--- config.mk ---
export PLATFORM = sky130hd
export DESIGN_NAME = if_stage_flat
export DESIGN_NICKNAME = d
export VERILOG_FILES = /design/src/rtl/if_stage_pkg.sv /design/src/rtl/if_stage_if.sv /design/src/rtl/fs_fifo.sv /design/src/rtl/if_stage.sv /design/src/flat_wrapper.sv
export SDC_FILE = /design/constraint.sdc
export NUM_CORES = 1
export LEC_CHECK = 0
export ABC_AREA = 0
export CAP_MARGIN = 0
export CORE_MARGIN = 1
export CORE_UTILIZATION = 56
export DETAILED_ROUTE_END_ITERATION = 8
export PLACE_DENSITY = 0.84
export SLEW_MARGIN = 20
export SYNTH_ARGS = -nofsm -noshare
export SYNTH_HDL_FRONTEND = slang
export SYNTH_SLANG_ARGS = --single-unit
--- constraint.sdc ---
create_clock -name clk -period 19.64 [get_ports clk]
set_clock_uncertainty 0.1 [all_clocks]
set_input_delay 3.928 -clock clk [delete_from_list [all_inputs] [get_ports clk]]
set_output_delay 3.928 -clock clk [all_outputs]
set_load 0.05 [all_outputs]
--- src/rtl/if_stage_pkg.sv ---
// Shared types for the instruction-fetch stage: the IF->ID payload and the ID->IF branch record.
package if_stage_pkg;

  localparam logic [31:0] INSTR_BYTES = 32'd4;

  // Packed so instr lands in [63:32] and pc in [31:0].
  typedef struct packed {
    logic [31:0] instr;
    logic [31:0] pc;
  } fs_data_t;

  typedef struct packed {
    logic        taken;
    logic [31:0] target;
  } branch_data_t;

  function automatic logic [31:0] word_align(input logic [31:0] addr);
    return addr & ~32'h3;
  endfunction

endpackage

--- src/rtl/if_stage_if.sv ---
// Bundles the fetch stage's instruction-memory port, the IF->ID handshake and the branch record.
interface if_stage_if;
  import if_stage_pkg::*;

  logic         inst_req_valid;
  logic         inst_req_ready;
  logic [31:0]  inst_req_addr;
  logic         inst_resp_valid;
  logic [31:0]  inst_resp_data;
  logic         ds_allowin;
  logic         fs_to_ds_valid;
  fs_data_t     fs_data;
  branch_data_t branch_data;

  modport master (
    output inst_req_valid, inst_req_addr, fs_to_ds_valid, fs_data,
    input  inst_req_ready, inst_resp_valid, inst_resp_data, ds_allowin, branch_data
  );

  modport slave (
    input  inst_req_valid, inst_req_addr, fs_to_ds_valid, fs_data,
    output inst_req_ready, inst_resp_valid, inst_resp_data, ds_allowin, branch_data
  );

endinterface

--- src/rtl/fs_fifo.sv ---
// Synchronous FIFO with flush and occupancy count; flush takes priority over push and pop.
module fs_fifo #(
  parameter int unsigned WIDTH = 32,
  parameter int unsigned DEPTH = 2
) (
  input  logic                       clk,
  input  logic                       rst_n,
  input  logic                       flush,
  input  logic                       push,
  input  logic [WIDTH-1:0]           push_data,
  input  logic                       pop,
  output logic [WIDTH-1:0]           head,
  output logic [$clog2(DEPTH+1)-1:0] count,
  output logic                       empty,
  output logic                       full
);

  localparam int unsigned PtrW = (DEPTH > 1) ? $clog2(DEPTH) : 1;
  localparam int unsigned CntW = $clog2(DEPTH + 1);

  logic [WIDTH-1:0] mem_q [DEPTH];
  logic [PtrW-1:0]  rd_ptr_q, wr_ptr_q;
  logic [CntW-1:0]  count_q;
  logic             do_push, do_pop;

  function automatic logic [PtrW-1:0] next_ptr(input logic [PtrW-1:0] ptr);
    return (ptr == PtrW'(DEPTH - 1)) ? '0 : ptr + PtrW'(1);
  endfunction

  assign empty   = (count_q == '0);
  assign full    = (count_q == CntW'(DEPTH));
  assign count   = count_q;
  assign head    = mem_q[rd_ptr_q];
  assign do_push = push && !full;
  assign do_pop  = pop && !empty;

  always_ff @(posedge clk) begin
    if (!rst_n || flush) begin
      rd_ptr_q <= '0;
      wr_ptr_q <= '0;
      count_q  <= '0;
    end else begin
      if (do_push) begin
        mem_q[wr_ptr_q] <= push_data;
        wr_ptr_q        <= next_ptr(wr_ptr_q);
      end
      if (do_pop) begin
        rd_ptr_q <= next_ptr(rd_ptr_q);
      end
      count_q <= count_q + CntW'(do_push) - CntW'(do_pop);
    end
  end

endmodule

--- src/rtl/if_stage.sv ---
// Instruction-fetch stage: PC, credit-limited fetch requests, response tagging and redirect.
module if_stage
  import if_stage_pkg::*;
#(
  parameter logic [31:0] RESET_PC        = 32'h8000_0000,
  parameter int unsigned FIFO_DEPTH      = 2,
  parameter int unsigned MAX_OUTSTANDING = 2
) (
  input logic        clk,
  input logic        rst_n,
  if_stage_if.master bus
);

  localparam int unsigned InFlightW = $clog2(MAX_OUTSTANDING + 1);
  localparam int unsigned OutCntW   = $clog2(FIFO_DEPTH + 1);

  logic [31:0]          pc_q, pc_d;
  logic [InFlightW-1:0] in_flight_q, in_flight_d;
  logic [InFlightW-1:0] discard_q, discard_d;
  logic                 active_q;

  logic                 taken, credit, fire, resp_ok, out_push, out_pop;
  logic [31:0]          tag_head;
  logic [InFlightW-1:0] tag_count;
  logic                 tag_empty, tag_full;
  logic [63:0]          out_head;
  logic [OutCntW-1:0]   out_count;
  logic                 out_empty, out_full;
  fs_data_t             out_push_data;
  logic                 unused_tag;

  assign taken = bus.branch_data.taken;

  // Counting in-flight requests against free buffer slots guarantees every response a home.
  assign credit = active_q && !tag_full
               && (32'(in_flight_q) + 32'(out_count) < FIFO_DEPTH)
               && (32'(in_flight_q) < MAX_OUTSTANDING);

  assign bus.inst_req_valid = credit && !taken;
  assign bus.inst_req_addr  = pc_q;
  assign fire               = bus.inst_req_valid && bus.inst_req_ready;
  assign resp_ok            = bus.inst_resp_valid && (in_flight_q != '0);
  assign out_push           = resp_ok && (discard_q == '0) && !taken && !out_full;
  assign out_pop            = !out_empty && bus.ds_allowin;
  assign out_push_data      = '{instr: bus.inst_resp_data, pc: tag_head};
  assign bus.fs_to_ds_valid = !out_empty;
  assign bus.fs_data        = out_empty ? '0 : fs_data_t'(out_head);
  assign unused_tag         = ^{tag_count, tag_empty};

  always_comb begin
    pc_d = pc_q;
    if (taken) begin
      pc_d = word_align(bus.branch_data.target);
    end else if (fire) begin
      pc_d = pc_q + INSTR_BYTES;
    end

    in_flight_d = in_flight_q + InFlightW'(fire) - InFlightW'(resp_ok);

    discard_d = discard_q;
    if (resp_ok && (discard_q != '0)) begin
      discard_d = discard_q - InFlightW'(1);
    end
    // Everything still outstanding after a redirect belongs to the old path.
    if (taken) begin
      discard_d = in_flight_d;
    end
  end

  always_ff @(posedge clk) begin
    if (!rst_n) begin
      pc_q        <= RESET_PC;
      in_flight_q <= '0;
      discard_q   <= '0;
      active_q    <= 1'b0;
    end else begin
      pc_q        <= pc_d;
      in_flight_q <= in_flight_d;
      discard_q   <= discard_d;
      active_q    <= 1'b1;
    end
  end

  fs_fifo #(
    .WIDTH(32),
    .DEPTH(MAX_OUTSTANDING)
  ) u_tag_fifo (
    .clk      (clk),
    .rst_n    (rst_n),
    .flush    (1'b0),
    .push     (fire),
    .push_data(pc_q),
    .pop      (resp_ok),
    .head     (tag_head),
    .count    (tag_count),
    .empty    (tag_empty),
    .full     (tag_full)
  );

  fs_fifo #(
    .WIDTH($bits(fs_data_t)),
    .DEPTH(FIFO_DEPTH)
  ) u_out_fifo (
    .clk      (clk),
    .rst_n    (rst_n),
    .flush    (taken),
    .push     (out_push),
    .push_data(out_push_data),
    .pop      (out_pop),
    .head     (out_head),
    .count    (out_count),
    .empty    (out_empty),
    .full     (out_full)
  );

endmodule

--- src/flat_wrapper.sv ---
// flat-port wrapper written by rule: the top's interface ports become plain ports
module if_stage_flat import if_stage_pkg::*;
#(
  parameter logic [31:0] RESET_PC        = 32'h8000_0000,
  parameter int unsigned FIFO_DEPTH      = 2,
  parameter int unsigned MAX_OUTSTANDING = 2
)
  (clk, rst_n, bus_inst_req_valid, bus_inst_req_addr, bus_fs_to_ds_valid, bus_fs_data, bus_inst_req_ready, bus_inst_resp_valid, bus_inst_resp_data, bus_ds_allowin, bus_branch_data);
  if_stage_if bus_i ();
  input logic clk;
  input logic rst_n;
  output wire logic [$bits(bus_i.inst_req_valid)-1:0] bus_inst_req_valid;
  output wire logic [$bits(bus_i.inst_req_addr)-1:0] bus_inst_req_addr;
  output wire logic [$bits(bus_i.fs_to_ds_valid)-1:0] bus_fs_to_ds_valid;
  output wire logic [$bits(bus_i.fs_data)-1:0] bus_fs_data;
  input wire logic [$bits(bus_i.inst_req_ready)-1:0] bus_inst_req_ready;
  input wire logic [$bits(bus_i.inst_resp_valid)-1:0] bus_inst_resp_valid;
  input wire logic [$bits(bus_i.inst_resp_data)-1:0] bus_inst_resp_data;
  input wire logic [$bits(bus_i.ds_allowin)-1:0] bus_ds_allowin;
  input wire logic [$bits(bus_i.branch_data)-1:0] bus_branch_data;
  assign bus_inst_req_valid = bus_i.inst_req_valid;
  assign bus_inst_req_addr = bus_i.inst_req_addr;
  assign bus_fs_to_ds_valid = bus_i.fs_to_ds_valid;
  assign bus_fs_data = bus_i.fs_data;
  assign bus_i.inst_req_ready = bus_inst_req_ready;
  assign bus_i.inst_resp_valid = bus_inst_resp_valid;
  assign bus_i.inst_resp_data = bus_inst_resp_data;
  assign bus_i.ds_allowin = bus_ds_allowin;
  assign bus_i.branch_data = bus_branch_data;
  if_stage #(.RESET_PC(RESET_PC), .FIFO_DEPTH(FIFO_DEPTH), .MAX_OUTSTANDING(MAX_OUTSTANDING)) u_core (.clk(clk), .rst_n(rst_n), .bus(bus_i));
endmodule
Yosys cells after proc, flatten, opt, wreduce, memory -nomap -nowiden

Memories as Yosys holds them, arrays and structs flattened. A register that Yosys moved wholly into a read port is not among the register bits.
Index checks and enable logic that the tools add are counted.

Output and inout port bits: 98
Bits of input ports: 70
Register bits after elaboration: 45
Memories: 2
Bits in writable memories: 192

Memories:

| memory                  | words | bits a word | rd ports | clocked after Yosys merged registers in | wr ports | line          | source |
|---|---|---|---|---|---|---|---|
| u_core.u_out_fifo.mem_q | 2     | 64          | 1        | 1                                       | 1        | fs_fifo.sv:21 | `logic [WIDTH-1:0] mem_q [DEPTH];` |
| u_core.u_tag_fifo.mem_q | 2     | 32          | 1        | 1                                       | 1        | fs_fifo.sv:21 |  |

Eq/ne operators: 2
Bitwise operators: 1
Add/sub/neg operators: 13
Reductions and logical operators: 30
Mux-type cells: 20
Magnitude comparators: 2

Operators by type and width:

| cell                                                                          | number |
|---|---|
| 32-bit 2-to-1 mux                                                             | 2 |
| 64-bit 2-to-1 mux                                                             | 1 |
| 32-bit by 3-bit adder with 32-bit output, second input constant               | 1 |
| 32-bit by 2-bit less-than comparator with 1-bit output, second input constant | 1 |
| 1-bit logical AND                                                             | 15 |
| 1-bit 2-to-1 mux                                                              | 15 |
| 2-bit nonzero test                                                            | 4 |
| 2-bit by 1-bit adder with 2-bit output                                        | 3 |
| 1-bit logical NOT                                                             | 6 |
| 2-bit logical NOT                                                             | 3 |
| 2-bit by 1-bit subtractor with 2-bit output                                   | 3 |
| 1-bit adder, second input constant                                            | 4 |
| 2-bit == test, second input constant                                          | 2 |
| 2-bit 2-to-1 mux                                                              | 2 |
| 2-bit by 2-bit adder with 3-bit output                                        | 1 |
| 2-bit less-than comparator, second input constant                             | 1 |
| 2-bit OR reduction                                                            | 1 |
| 2-bit by 1-bit subtractor with 2-bit output, second input constant            | 1 |
| 1-bit logical OR                                                              | 1 |
| 1-bit inverter                                                                | 1 |

Longest topological paths before layout

Gate-level depths: netlist of run 1.

Depth in word-level cells: 11
Mapped depth: 12
Depth with buffers taken out: 10

By module

A second synthesis of run 1 with hierarchy kept.

Cell total of the unflattened synthesis: 708
Area total of the unflattened synthesis: 10,298.6 um2

By module, submodules not included:

| module                       | times used | cells an instance | area each (um2) |
|---|---|---|---|
| fs_fifo at u_core.u_out_fifo | 1          | 228               | 5,124.9 |
| if_stage                     | 1          | 351               | 2,592.5 |
| fs_fifo at u_core.u_tag_fifo | 1          | 129               | 2,581.2 |

Worst setup path before layout of run 1

OpenSTA, ideal clock, no wires.

Path kind: input -> output
Start: in bus_branch_data[32]
End: out bus_inst_req_valid
Arrival: 5.453 ns
Stages on the path: 3
Buffers on the path: 1
Slack: 10.159 ns
Cell sequence: clkbuf_1 or3_1 nor3_1

Cells in the longest elaborated chain, start to end: 2

RTL lines:

| what              | line               | source |
|---|---|---|
| start, declared   | flat_wrapper.sv:20 | `input wire logic [$bits(bus_i.branch_data)-1:0] bus_branch_data;` |
| 1-bit logical NOT | if_stage.sv:39     | `assign bus.inst_req_valid = credit && !taken;` |
| 1-bit logical AND | if_stage.sv:39     |  |
| end, declared     | flat_wrapper.sv:12 | `output wire logic [$bits(bus_i.inst_req_valid)-1:0] bus_inst_req_valid;` |

No other way between the ends.

Worst setup path in the final report of run 1

Same ends and word-level chain as after synthesis.

==> results of run 1 <==
-- placed cells by master (no fill, tap or decap), types with 3 or more instances in the layout --
cell             count
clkbuf_8             4
a221oi_1             3
nor2_1              96
o21ai_0             17
o211ai_1             3
nand4_1             12
clkbuf_1             7
inv_1               18
a21oi_1             23
clkbuf_16           23
or3_1                5
a31oi_1              6
nor3_2               3
nor3_1               4
edfxtp_1           184
conb_1               4
mux2i_1             65
and3_1               8
mux2_2              31
nand3_1              9
a41oi_1              4
xor2_1               7
nand2_1             20
xnor2_1             10
buf_4                8
ha_1                 8
clkdlybuf4s50_1    161
and2_1               7
a32oi_1              6
nor4_1               4
dfxtp_1             44
-- layout make-up --
| class | count | area [um^2] |
|---|---|---|
| clock buffers | 34 | 657 |
| clock inverters | 7 | 67.6 |
| fillers | 967 | 4200 |
| inverters | 20 | 80.1 |
| multi-input cells | 382 | 2650 |
| flip-flops and latches | 229 | 6430 |
| well taps | 216 | 270 |
| repair buffers | 170 | 1700 |
-- Yosys cell counts, drive strengths merged (4+ instances only) --
cell    number  area share (%)
dfxtp       45             9.7
or3          5            0.34
clkbuf      26             1.1
and2         7            0.47
a41oi        4            0.38
nor2        97             3.9
and3         8            0.54
nand4       12            0.81
nor4         5            0.50
ha           8             1.1
xor2         7            0.66
o21ai       17            0.92
nand3       10            0.67
a32oi        6            0.57
mux2i       65             7.0
a31oi        6            0.40
inv         18            0.73
nor3         7            0.38
buf         10            0.71
edfxtp     184              59
xnor2       10            0.94
a21oi       23             1.2
nand2       20            0.81
mux2        31             3.8
-- path summary, 6_finish.rpt --
path                                                 start                    endpoint  slack, ns  cells after the start
worst min register to register  u_core.u_tag_fifo.rd_ptr_q                        flop       0.43                      2
worst max-delay path                   bus_branch_data[32]          bus_inst_req_valid       9.73                      5
worst max register to register  u_core.u_out_fifo.count[0]  u_core.u_tag_fifo.count[1]      16.43                     11
worst min-delay path            u_core.u_tag_fifo.rd_ptr_q                        flop       0.43                      2
-- flip-flops by register name, indices dropped and copies added, names as in the netlist, named ones only --
signal / count
u_core.u_tag_fifo.count: 2
u_core.u_out_fifo.count: 2
u_core.in_flight_q: 2
u_core.u_out_fifo.mem_q: 124
u_core.u_out_fifo.rd_ptr_q: 1
u_core.bus.inst_req_addr: 30
u_core.u_tag_fifo.wr_ptr_q: 1
u_core.u_out_fifo.wr_ptr_q: 1
u_core.active_q: 1
u_core.discard_q: 2
u_core.u_tag_fifo.mem_q: 60
u_core.u_tag_fifo.rd_ptr_q: 1
-- logic make-up after synthesis --
family	Yosys count	synth area share [%]
AO/OA/AOI/OAI	75	5.17
AND/OR/NAND/NOR	181	9.30
other	1	0.0404
flip-flops	229	69.2
adder cells (fa/ha/maj)	9	1.29
buffers and inverters	56	2.63
XOR/XNOR	17	1.60
multiplexers	96	10.8
-- worst reg2reg max path, stage by stage, from the launching register on --
cell and delay [ns]:
dfxtp_1 0.36, and2_1 0.17, fa_1 0.37, or4b_1 0.53, or3_1 0.39, buf_4 0.27, ha_1 0.32, inv_1 0.05
ha_1 0.14, xor2_1 0.18, xnor2_1 0.14, nor2_1 0.05
-- where the power goes --
part           total (mW)  switching (mW)  internal, mW
clock network       0.416           0.171         0.245
registers           0.557          0.0147         0.542
logic               0.142          0.0877        0.0541
-- metal layers --
metal / vias up / track usage (%) / wire length [um]
met2: 310 / 39.0 / 9480
met3: 50 / 4.56 / 1680
met1: 2907 / 28.7 / 7840
met5: - / 0 / 0
met4: 0 / 8.86 / 548
li1: 2785 / - / -
==> impl_metrics.yaml, run 1 <==
floorplan:
  num_io_pins: 168
  start_util_pct: 57.8
  die_x_um: 131
  core_area_um2: 16100
  die_y_um: 131
  die_area_um2: 17100
  rows: 46
timing:
  min_period_ns: 9.91
  relSlewSlack_pct: 28.9
  setup_viol: 0
  setup_slack_ns: 9.73
  fin_setup_tns_ns: 0
  rsz0062_at_grt: "false"
  worst_pin_slew_ns: 1.07
  max_freq_ghz: 0.101
  whs_ns: 0.427
  slew_violations: 0
  final_hold_viol_count: 0
  period_share_pct: 50.5
global_route:
  grt_pass1_vias: 5874
  grt_max_degree: 64
  antenna_found_initial: 0
  grt-ovfl-total: 0
  grt_pass1_wl_mm: 29.9
  globalRouteTotalUtil_pct: 22.8
clock_network:
  cts_tree: "yes"
  clkLatencyLatePin_ns: 0.50
  htree_num_levels: 1
  hold_buffers: 0
  ctsResizeCount: 0
  post-cts-setup-buffers: 0
  clockBufferDepth: 3
  clkTransAtPathRegs_ns: 0.06
  cts_inserted_buffers: 23
  cts_sinks: 229
  cts_root_buf: "clkbuf_16"
yosys:
  ys_seq_elements: 229
  yosys_warnings: 0
  synth_cell_types: 53
  synth_ff_type: "edfxtp_1"
  syn_area_um2: 9290
  synth_edf_count: 184
  synth_seq_area_share_pct: 69.2
  syn_inst: 664
  syn_area_per_cell_um2: 14.0
  async_flop_share_pct: 0
outcome:
  status: "finished clean"
setup_path:
  crit_buf_inv: 3
  crit_family: "buffers and inverters"
  cp_slowest_cell: "clkdlybuf4s50_1"
  crit_top_cell: "clkdlybuf4s50_1"
  critPathLaunchType: "input port"
  worstSetupEndpointType: "output pin"
  crit_type: "in2out"
  cp.arrival_ns: 5.89
  max_stage_delay_ns: 0.83
  required_ns: 15.61
  crit_chain: "clkdlybuf4s50_1, buf_4, or3_1, nor3_1, clkdlybuf4s50_1"
  path_max_fanout: 31
final_layout:
  area.growth.synth_to_final_pct: 27.6
  nNetsFinal: 905
  fin_cells: 1058
  drive_gt1_share_pct: 9.62
  design_area_um2: 11900
  diodes: 0
  finish.utilization_pct: 73.8
drt:
  drc_errors: 0
  wl_per_cell_um: 18.5
  dr_total_vias: 6052
  postRouteAntennaNets: 0
  drtIter0Drc: 436
  first_pass_iters: 5
  avgViaCountPerCell: 5.72
  totalWireLength_mm: 19.5
placement:
  dp_slack_ns: 9.74
  dp.cells: 1016
  hpwlAfterDp_mm: 12.1
  numPortBuffers: 161
  placed_area_um2: 11100
  gp_congestion: 0.861
power_and_ir_drop:
  leakage_nw: 3.88
  power_density_nw_per_um2: 94.1
  totalPowerFinal_mw: 1.12
  peakVddDrop_mv: 0.0607
min_path:
  hp-class: "reg2reg"
run:
  maxCapViolCount: 0
Power figures use the tool's default switching activity.
==> run 2, diff against run 1 <==
--- a/config.mk
+++ b/config.mk
@@ -8,9 +8,9 @@
 export ABC_AREA = 0
 export CAP_MARGIN = 0
 export CORE_MARGIN = 1
-export CORE_UTILIZATION = 56
+export CORE_UTILIZATION = 47
 export DETAILED_ROUTE_END_ITERATION = 8
-export PLACE_DENSITY = 0.84
+export PLACE_DENSITY = 0.76
 export SLEW_MARGIN = 20
 export SYNTH_ARGS = -nofsm -noshare
 export SYNTH_HDL_FRONTEND = slang
==> constraint.sdc (replaced) <==
create_clock -name clk -period 8.65 [get_ports clk]
set_clock_uncertainty 0.1 [all_clocks]
set_input_delay 1.73 -clock clk [delete_from_list [all_inputs] [get_ports clk]]
set_output_delay 1.73 -clock clk [all_outputs]
set_load 0.05 [all_outputs]
==> run 2 against run 1 <==
  * Via count fell by 3.0%
  * Clock-buffer cell count fell by 5
  * Worst setup slack got worse by 6.6 ns
  * Critical endpoint unchanged
  * Critical path depth did not move
  * Sequential power rose by 130%
  * Sequential share of layout area fell by 0.27 points
  * Non-clock buffer count rose by 2
  * Routed wire length fell by 2.4%
  * Largest power group unchanged
  * Global-route usage fell by 4.2 points
  * Combinational power rose by 130%
  * Total power rose by 130%
  * Cell count rose by 4.8%
==> impl_metrics.yaml, run 2 (synthesis gave the netlist of run 1 again) <==
outcome:
  status: "finished clean"
setup_path:
  max_stage_delay_ns: 0.84
  crit_type: "in2out"
  worstSetupEndpointType: "output pin"
  cp.arrival_ns: 3.70
  crit_buf_inv: 3
  crit_top_cell: "clkdlybuf4s50_1"
  required_ns: 6.82
  cp_slowest_cell: "clkdlybuf4s50_1"
  path_max_fanout: 31
  critPathLaunchType: "input port"
  crit_family: "buffers and inverters"
  crit_chain: "clkdlybuf4s50_1, buf_4, or3_1, nor3_1, clkdlybuf4s50_1"
timing:
  period_share_pct: 64.0
  rsz0062_at_grt: "false"
  min_period_ns: 5.53
  max_freq_ghz: 0.181
  fin_setup_tns_ns: 0
  final_hold_viol_count: 0
  worst_pin_slew_ns: 1.05
  setup_viol: 0
  whs_ns: 0.429
  slew_violations: 0
  relSlewSlack_pct: 30.0
global_route:
  antenna_found_initial: 0
  globalRouteTotalUtil_pct: 18.6
  grt_pass1_vias: 5601
  grt_pass1_wl_mm: 29.3
  grt-ovfl-total: 0
  grt_max_degree: 63
drt:
  totalWireLength_mm: 19.1
  wl_per_cell_um: 17.2
  drc_errors: 0
  postRouteAntennaNets: 0
  avgViaCountPerCell: 5.29
  first_pass_iters: 5
  drtIter0Drc: 420
  dr_total_vias: 5870
placement:
  gp_congestion: 0.795
  dp.cells: 1068
  placed_area_um2: 11200
  hpwlAfterDp_mm: 11.7
  numPortBuffers: 161
clock_network:
  htree_num_levels: 1
  hold_buffers: 0
  cts_tree: "yes"
  cts_sinks: 229
  post-cts-setup-buffers: 0
  clockBufferDepth: 3
  cts_root_buf: "clkbuf_16"
  clkLatencyLatePin_ns: 0.49
  clkTransAtPathRegs_ns: 0.06
  cts_inserted_buffers: 23
  ctsResizeCount: 0
final_layout:
  fin_cells: 1109
  final_common_cell: "edfxtp_1"
  regMostFlops: "u_core.u_out_fifo.mem_q"
  final_cell_mix: "edfxtp_1, clkdlybuf4s50_1, nor2_1, mux2i_1, dfxtp_1"
  largest_reg_flops: 124
  diodes: 0
  fillers: 1505
  nNetsFinal: 907
  regArea_um2: 6430
  design_area_um2: 11900
  multi_input_area_um2: 2650
  area.growth.synth_to_final_pct: 28.3
  drive_gt1_share_pct: 10.4
floorplan:
  die_x_um: 143
  num_io_pins: 168
  core_area_um2: 19400
  rows: 51
  die_y_um: 143
  die_area_um2: 20300
  start_util_pct: 47.9
power_and_ir_drop:
  combinationalPowerShare_pct: 12.7
  power.share.clock_pct: 37.2
  seq_power_share_pct: 50.1
  leakage_nw: 3.91
  p_switching_mw: 0.618
  peakVddDrop_mv: 0.135
  power_density_nw_per_um2: 212
  p_sw_share_pct: 24.5
  internal_power_mw: 1.91
run:
  maxCapViolCount: 0
min_path:
  hp-class: "reg2reg"
==> run 2: changes by cell type in the layout (fill, tap and decap cells not counted) <==
cell	before	now
buf_16	1	0
clkinv_2	2	8
buf_4	8	11
clkinvlp_4	2	1
clkbuf_1	7	2
==> run 2: final cells by class <==
| cell class | instances | area share [%] |
|---|---|---|
| Multi-Input combinational cell | 382 | 22.2 |
| Inverter | 20 | 0.672 |
| Clock inverter | 12 | 0.756 |
| Tap cell | 265 | 2.78 |
| Clock buffer | 29 | 5.36 |
| Timing Repair Buffer | 172 | 14.2 |
| Sequential cell | 229 | 54.0 |
==> run 2: power by group through the flow <==
stage,registers [mW],logic (mW),clock network [mW]
after floorplan,1.31,0.176,0
after global placement,1.28,0.316,0
after detailed placement,1.29,0.321,0
after CTS,1.26,0.323,0.964
after global routing,1.27,0.342,1.01
final,1.26,0.321,0.940
==> run 2: layer usage <==
layer  GRT usage (%)  wire length (um)  vias to the layer above
li1                -                 -                     2794
met1            23.7              7990                     2813
met2            31.7              9270                      228
met3            3.67              1330                       35
met4            6.28               488                        0
met5               0                 0                        -
==> run 2: worst paths after layout <==
| kind | from | endpoint | slack [ns] | cells after the start |
|---|---|---|---|---|
| min reg2reg | u_core.u_tag_fifo.rd_ptr_q | flop | 0.43 | 2 |
| max reg2reg | u_core.u_out_fifo.count[0] | u_core.u_tag_fifo.mem_q[1][2] | 5.41 | 8 |
| min | u_core.u_tag_fifo.rd_ptr_q | flop | 0.43 | 2 |
| max | bus_branch_data[32] | bus_inst_req_valid | 3.12 | 5 |
==> run 2: stage by stage <==
step	total power [mW]	worst slack (ns)	utilization (%)
6_report	2.52	3.12	61.4
5_1_grt	2.62	3.02	61.4
4_1_cts	2.55	3.11	61.4
3_5_place_dp	1.61	3.13	57.7
3_3_place_gp	1.60	3.11	57.7
2_1_floorplan	1.48	1.49	-
==> run 2: worst reg2reg max path: stages (launching register included) <==
cell and delay, ns:
dfxtp_1 0.38, and2_1 0.18, fa_1 0.37, or4b_1 0.54, or3_1 0.32, buf_4 0.24, clkinv_4 0.20, and3_1 0.17
buf_4 0.38
